--- config.mk ---
export PLATFORM = sky130hd
export DESIGN_NAME = decoder_nx2n_seq
export DESIGN_NICKNAME = d
export VERILOG_FILES = /design/src/rtl/decoder_nx2n_seq.sv
export SDC_FILE = /design/constraint.sdc
export NUM_CORES = 1
export LEC_CHECK = 0
export BUFFER_PORTS_ARGS = -buffer_cell sky130_fd_sc_hd__buf_2
export CAP_MARGIN = 10
export CORE_UTILIZATION = 40
export DETAILED_ROUTE_END_ITERATION = 7
export PLACE_DENSITY = 0.62
export RECOVER_POWER = 50
export SLEW_MARGIN = 20
export SYNTH_ARGS = -nofsm -noshare
export SYNTH_HDL_FRONTEND = slang
export SYNTH_SLANG_ARGS = --single-unit
--- constraint.sdc ---
create_clock -name clk -period 2.2 [get_ports clk]
set_input_delay 0.11 -clock clk [delete_from_list [all_inputs] [get_ports clk]]
set_output_delay 0.11 -clock clk [all_outputs]
set_load 0.05 [all_outputs]
--- src/rtl/decoder_nx2n_seq.sv ---
// Registered N-to-2^N one-hot/one-cold decoder.
// Direct mode decodes addr_in on a handshake; sweep mode walks every line with a programmable dwell.
module decoder_nx2n_seq #(
   parameter int N          = 3,
   parameter int HOLD_W     = 4,
   parameter int ACTIVE_LOW = 0
) (
   input  logic                clk,
   input  logic                rst,
   input  logic                en,
   input  logic                mode,
   input  logic [N-1:0]        addr_in,
   input  logic                valid_in,
   input  logic                start,
   input  logic [HOLD_W-1:0]   dwell,
   output logic                ready_out,
   output logic [(1<<N)-1:0]   d_out,
   output logic [N-1:0]        addr_out,
   output logic                busy,
   output logic                done
);

   localparam int W = 1 << N;
   localparam logic [W-1:0] INACTIVE  = (ACTIVE_LOW != 0) ? {W{1'b1}} : {W{1'b0}};
   localparam logic [N-1:0] LAST_ADDR = {N{1'b1}};

   // Handshake: valid_in (direct) or start (sweep) is accepted on a rising edge
   // only while ready_out=1; mode picks which one is honoured, the other is dropped.
   typedef enum logic {
      IDLE  = 1'b0,
      SWEEP = 1'b1
   } state_t;

   state_t              state_q, state_d;
   logic [W-1:0]        d_q, d_d;
   logic [N-1:0]        addr_q, addr_d;
   logic [HOLD_W-1:0]   cnt_q, cnt_d;
   logic [HOLD_W-1:0]   dwell_q, dwell_d;
   logic                done_q, done_d;

   function automatic logic [W-1:0] decode(input logic [N-1:0] a);
      logic [W-1:0] v;
      v    = '0;
      v[a] = 1'b1;
      return (ACTIVE_LOW != 0) ? ~v : v;
   endfunction

   always_ff @(posedge clk or posedge rst) begin
      if (rst) begin
         state_q <= IDLE;
         d_q     <= INACTIVE;
         addr_q  <= '0;
         cnt_q   <= '0;
         dwell_q <= '0;
         done_q  <= 1'b0;
      end else begin
         state_q <= state_d;
         d_q     <= d_d;
         addr_q  <= addr_d;
         cnt_q   <= cnt_d;
         dwell_q <= dwell_d;
         done_q  <= done_d;
      end
   end

   always_comb begin
      state_d = state_q;
      d_d     = d_q;
      addr_d  = addr_q;
      cnt_d   = cnt_q;
      dwell_d = dwell_q;
      done_d  = 1'b0;
      case (state_q)
         IDLE: begin
            if (!en) begin
               d_d = INACTIVE;
            end else if (mode && start) begin
               state_d = SWEEP;
               dwell_d = dwell;
               cnt_d   = '0;
               addr_d  = '0;
               d_d     = decode('0);
            end else if (!mode && valid_in) begin
               addr_d = addr_in;
               d_d    = decode(addr_in);
            end
         end
         SWEEP: begin
            // Abort blanks immediately; address is left where it stopped.
            if (!en) begin
               state_d = IDLE;
               d_d     = INACTIVE;
               cnt_d   = '0;
            end else if (cnt_q == dwell_q) begin
               cnt_d = '0;
               if (addr_q == LAST_ADDR) begin
                  state_d = IDLE;
                  d_d     = INACTIVE;
                  done_d  = 1'b1;
               end else begin
                  addr_d = addr_q + N'(1);
                  d_d    = decode(addr_q + N'(1));
               end
            end else begin
               cnt_d = cnt_q + HOLD_W'(1);
            end
         end
         default: begin
            state_d = IDLE;
            d_d     = INACTIVE;
         end
      endcase
   end

   assign ready_out = (state_q == IDLE);
   assign busy      = (state_q == SWEEP);
   assign d_out     = d_q;
   assign addr_out  = addr_q;
   assign done      = done_q;

endmodule
After elaboration in Yosys (flattened, before gate mapping)
Cells that the tools add are included.
- flip-flop bits (word level): 21
- input port bits: 13
- word-level logic and storage cells: 65
- add/subtract/negate cells: 2
- order comparisons: 4
- equality and inequality tests: 10
- mux-type cells: 33
- bitwise operators: 1
- reduce and logical (&&, ||, !) cells: 9
- operators by type and width (kind ; number):
    two-way mux 8 bit ; 6
    two-way mux 3 bit ; 6
    two-way mux 4 bit ; 4
    one-hot mux 8 bit (2 select lines) ; 1
    two-way mux 1 bit ; 11
    less-than comparator 3 x 4 -> 1 bit (second input constant) ; 2
    one-hot mux 4 bit (2 select lines) ; 1
    demux 1 bit (select 3 bit) ; 2
    >= comparator 3 x 1 -> 1 bit (second input constant) ; 2
    inequality test 2 bit (second input constant) ; 3
    one-hot mux 3 bit (2 select lines) ; 1
    AND reduction 5 bit ; 1
    adder 4 x 1 -> 4 bit (second input constant) ; 1
    == test 4 bit ; 1
    logical AND 1 bit ; 4
    inequality test 2 x 1 -> 1 bit (second input constant) ; 2
    inequality test 4 x 2 -> 1 bit (second input constant) ; 1
    AND reduction 2 bit ; 2
    adder 3 x 1 -> 3 bit (second input constant) ; 1
    == test 3 bit (second input constant) ; 1
    inequality test 3 x 1 -> 1 bit (second input constant) ; 1
    inequality test 3 x 2 -> 1 bit (second input constant) ; 1
    AND reduction 3 bit ; 1
    one-hot mux 1 bit (2 select lines) ; 1
    other kinds (2) ; 2

Logic depth before layout (Yosys ltp)
- word-level depth: 9
- mapped depth: 5

Least setup slack after synthesis
Ideal clock, no wire load.
- path type: reg-to-reg
- from: register addr_q[0] (netlist: addr_out[0])
- to: register addr_q[1] (netlist: addr_out[1])
- library setup time: 0.128 ns
- arrival time: 1.848 ns
- required time: 2.072 ns
- setup slack: 0.224 ns
- stages on the path, launching flop included: 5
- period minus slack after synthesis: 1.976 ns
- cells stage by stage: dfrtp_1 -> ha_1 -> ha_1 -> o41a_1 -> mux2_1
- longest elaborated chain between the ends: 5
- elaborated cells between the ends (all ways): 8
- classes of those cells: 1 x add/sub; 2 x eq/ne; 4 x mux; 1 x reduce/logical
- ends and longest elaborated chain (element ; RTL line ; RTL):
    start, declared ; 36 ; logic [N-1:0] addr_q, addr_d;
    start signal, assigned ; 59 ; addr_q <= addr_d;
    adder 3 x 1 -> 3 bit ; 101 ; addr_d = addr_q + N'(1);
    two-way mux 3 bit ; 96 ; if (addr_q == LAST_ADDR) begin
    two-way mux 3 bit ; 94 ; end else if (cnt_q == dwell_q) begin
    two-way mux 3 bit ; 90 ; if (!en) begin
    one-hot mux 3 bit (2 select lines) ; 73 ; case (state_q)
Several ways; a longest one is shown, not always the timed one. The select of a mux whose other input is x is not followed.
A chain may end at the register's enable or synchronous reset.

Worst setup path in the final report
Same ends and word-level chain as after synthesis.

==> results.json <==
{
  "place_hpwl_um": 2050,
  "totalPowerFinal_mw": 1.17,
  "finalSetupViolations": 0,
  "diodes": 0,
  "drv_slew": 0,
  "synth_edf_count": 0,
  "ant_nets": 0,
  "die_h_um": 57.6,
  "synth_top_family_by_area": "simple AND/OR/NAND/NOR gates",
  "post-cts-setup-buffers": 0,
  "synth_top_area_cell": "dfrtp_1",
  "num_rows": 19,
  "internal-power_mw": 0.680,
  "synth_top_area_share_pct": 42.5,
  "cts.clk_slew.worst_paths_ns": 0.12,
  "synth-simple-area-share_pct": 17.3,
  "grt_pass1_wl_um": 4510,
  "slew_headroom_pct": 46.0,
  "fin_crit_sh_pct": 84.4,
  "grt_usage_pct": 17.9,
  "clock_latency_ns": 0.30,
  "port-buffer-count": 26,
  "ys_warn_count": 0,
  "dieArea_um2": 3320,
  "dpl_cell_area_um2": 1390,
  "status": "complete, but fails checks",
  "p_sw_mw": 0.494,
  "drive_above_1_share_pct": 23.8,
  "power_frac_clock_pct": 16.0,
  "cap_violations": 0,
  "max_freq_mhz": 539,
  "hold_viol": 0,
  "power_frac_comb_pct": 41.0,
  "critPathMaxFanout": 8,
  "synthArstFlopShare_pct": 100,
  "grt_max_degree": 22,
  "p_seq_share_pct": 43.0,
  "synth_seq_cells": 21,
  "place_congestion": 0.798,
  "failed_checks": "design-rule violations",
  "drc": 1,
  "power_density_nw_per_um2": 834,
  "crit_required_ns": 2.40,
  "stdcell_count": 178,
  "post-route-cell-area_um2": 1410,
  "setup_tns_ns": 0,
  "startpoint_type": "flop",
  "ys_seq_area_share_pct": 42.5,
  "cts-buffers-inserted": 3,
  "cts_max_path_buffers": 2,
  "hold_class": "in2reg",
  "finClkSkew_ns": 0.00794,
  "synthFlopType": "dfrtp_1",
  "drtIter0Drc": 25,
  "synth_compound_area_share_pct": 14.7,
  "htreeDepth": 1,
  "p_leak_nw": 0.633,
  "avgRoutedWirePerCell_um": 14.9,
  "drtPass1Iterations": 6,
  "avgSynthCellArea_um2": 10.4,
  "grt_pass1_vias": 981,
  "finalNetCount": 165,
  "worst_slew_pin_slew_ns": 0.809,
  "syn_inst": 119,
  "netlist_top_cells_area": "dfrtp_1 43%, mux2_2 11%, nand2_1 5.2%",
  "synthXorXnorAreaFrac_pct": 4.96,
  "rsz0062_at_grt": "no",
  "path_class": "reg2reg",
  "wirelength_um": 2660,
  "antenna_found_initial": 0,
  "post-route-min-period_ns": 1.86,
  "synth_cell_types": 36,
  "syn_area_um2": 1240,
  "muxShareOfSynthArea_pct": 13.1,
  "endpoint_kind": "flop",
  "synthToLayoutAreaGrowth_pct": 14.0,
  "synthAdderAreaFrac_pct": 4.05,
  "io_pins": 27,
  "layout_setup_ws_ns": 0.344,
  "cts-root-buf": "clkbuf_4",
  "post-place-ws_ns": 0.379,
  "start_util_pct": 43.3,
  "die_w_um": 57.6,
  "p_sw_share_pct": 42.1,
  "avgViaCountPerCell": 5.70,
  "syn_nets": 136,
  "numClockSinks": 21,
  "overflow": 0,
  "vias": 1014,
  "ir_drop_uv": 426,
  "dp.cells": 173,
  "core_area_um2": 2850,
  "cts_tree": "done",
  "worstPathArrival_ns": 2.06
}
## cell usage after synthesis, types with 2 or more instances
library cell,n
o31ai_1,2
inv_1,4
nand3_1,6
o22ai_1,9
o311ai_0,2
nand2_1,17
nor2_1,2
mux2_2,12
nand2b_1,4
a21oi_1,2
dfrtp_1,21
nand4b_1,2
ha_1,4
o21ai_0,5
xnor2_1,6
## cell families (layout without fill, tap and decap cells)
group | count (synthesis) | after routing
and+or+nand+nor | 41 | 41
AOI/OAI and AO/OA | 24 | 24
DFF | 21 | 21
muxes | 14 | 14
buffers and inverters | 8 | 36
xor gates and xnor gates | 7 | 7
adders and majority gates | 4 | 4
## cell usage in the layout, fill, tap and decap left out, types with 4 or more instances in the layout
cell / count
dfrtp_1: 21
nand2_1: 17
buf_2: 16
mux2_2: 12
clkbuf_1: 11
o22ai_1: 9
nand3_1: 6
xnor2_1: 6
o21ai_0: 5
nand2b_1: 4
inv_1: 4
ha_1: 4
## path summary, 6_finish.rpt
kind,from,to,slack (ns),depth (start not counted)
setup / recovery,addr_out[0],addr_out[1],0.34,4
hold / removal,dwell[0],dwell_q[0],0.03,2
setup reg to reg,addr_out[0],addr_out[1],0.34,4
hold reg to reg,d_out[4],d_out[4],0.52,1
max in group asynchronous,rst,cnt_q[2],1.21,3
min in group asynchronous,rst,d_out[5],0.49,3
## timing repair
action	4_1_cts	5_1_grt
hold endpoints to repair	21	0
hold buffers	1	0
gates resized for setup	0	0
## power by group through the flow
stage | clock network [mW] | logic (mW) | registers (mW)
floorplan | 0 | 0.264 | 0.618
global placement | 0 | 0.480 | 0.506
detailed placement | 0 | 0.483 | 0.512
CTS | 0.192 | 0.486 | 0.504
global route | 0.205 | 0.528 | 0.514
finish | 0.187 | 0.482 | 0.506
## routing by layer
layer  wire, um  global-route usage [%]  up-vias
li1           -                       -      494
met1       1320                    26.2      490
met2       1200                    26.1       28
met3        121                    2.72        2
met4         15                    8.01        0
met5          0                       0        -
## critical path, stage by stage (launching register included)
cell and delay [ns]:
dfrtp_1 0.47, ha_1 0.23, ha_1 0.27, o41a_1 0.47, mux2_1 0.32
## stage by stage
stage | utilization (%) | hold slack (ns)
2_1_floorplan | - | 0.0865
3_3_place_gp | 48.6 | 0.305
3_5_place_dp | 48.6 | 0.315
4_1_cts | 49.8 | 0.0276
5_1_grt | 49.4 | 0.0280
6_report | 49.4 | 0.0345
## cell type report
class                           count  area, um2
Timing Repair Buffer               28        135
Multi-Input combinational cell     90        668
Inverter                            4       15.0
Sequential cell                    21        526
Clock buffer                        4       26.3
Fill cell                         279       1440
Tap cell                           31       38.8
## registers in the layout (all words and copies together), names as in the netlist
signal / count
d_out: 8
dwell_q: 4
busy: 1
done: 1
cnt_q: 4
addr_out: 3
Power figures use the tool's default switching activity.
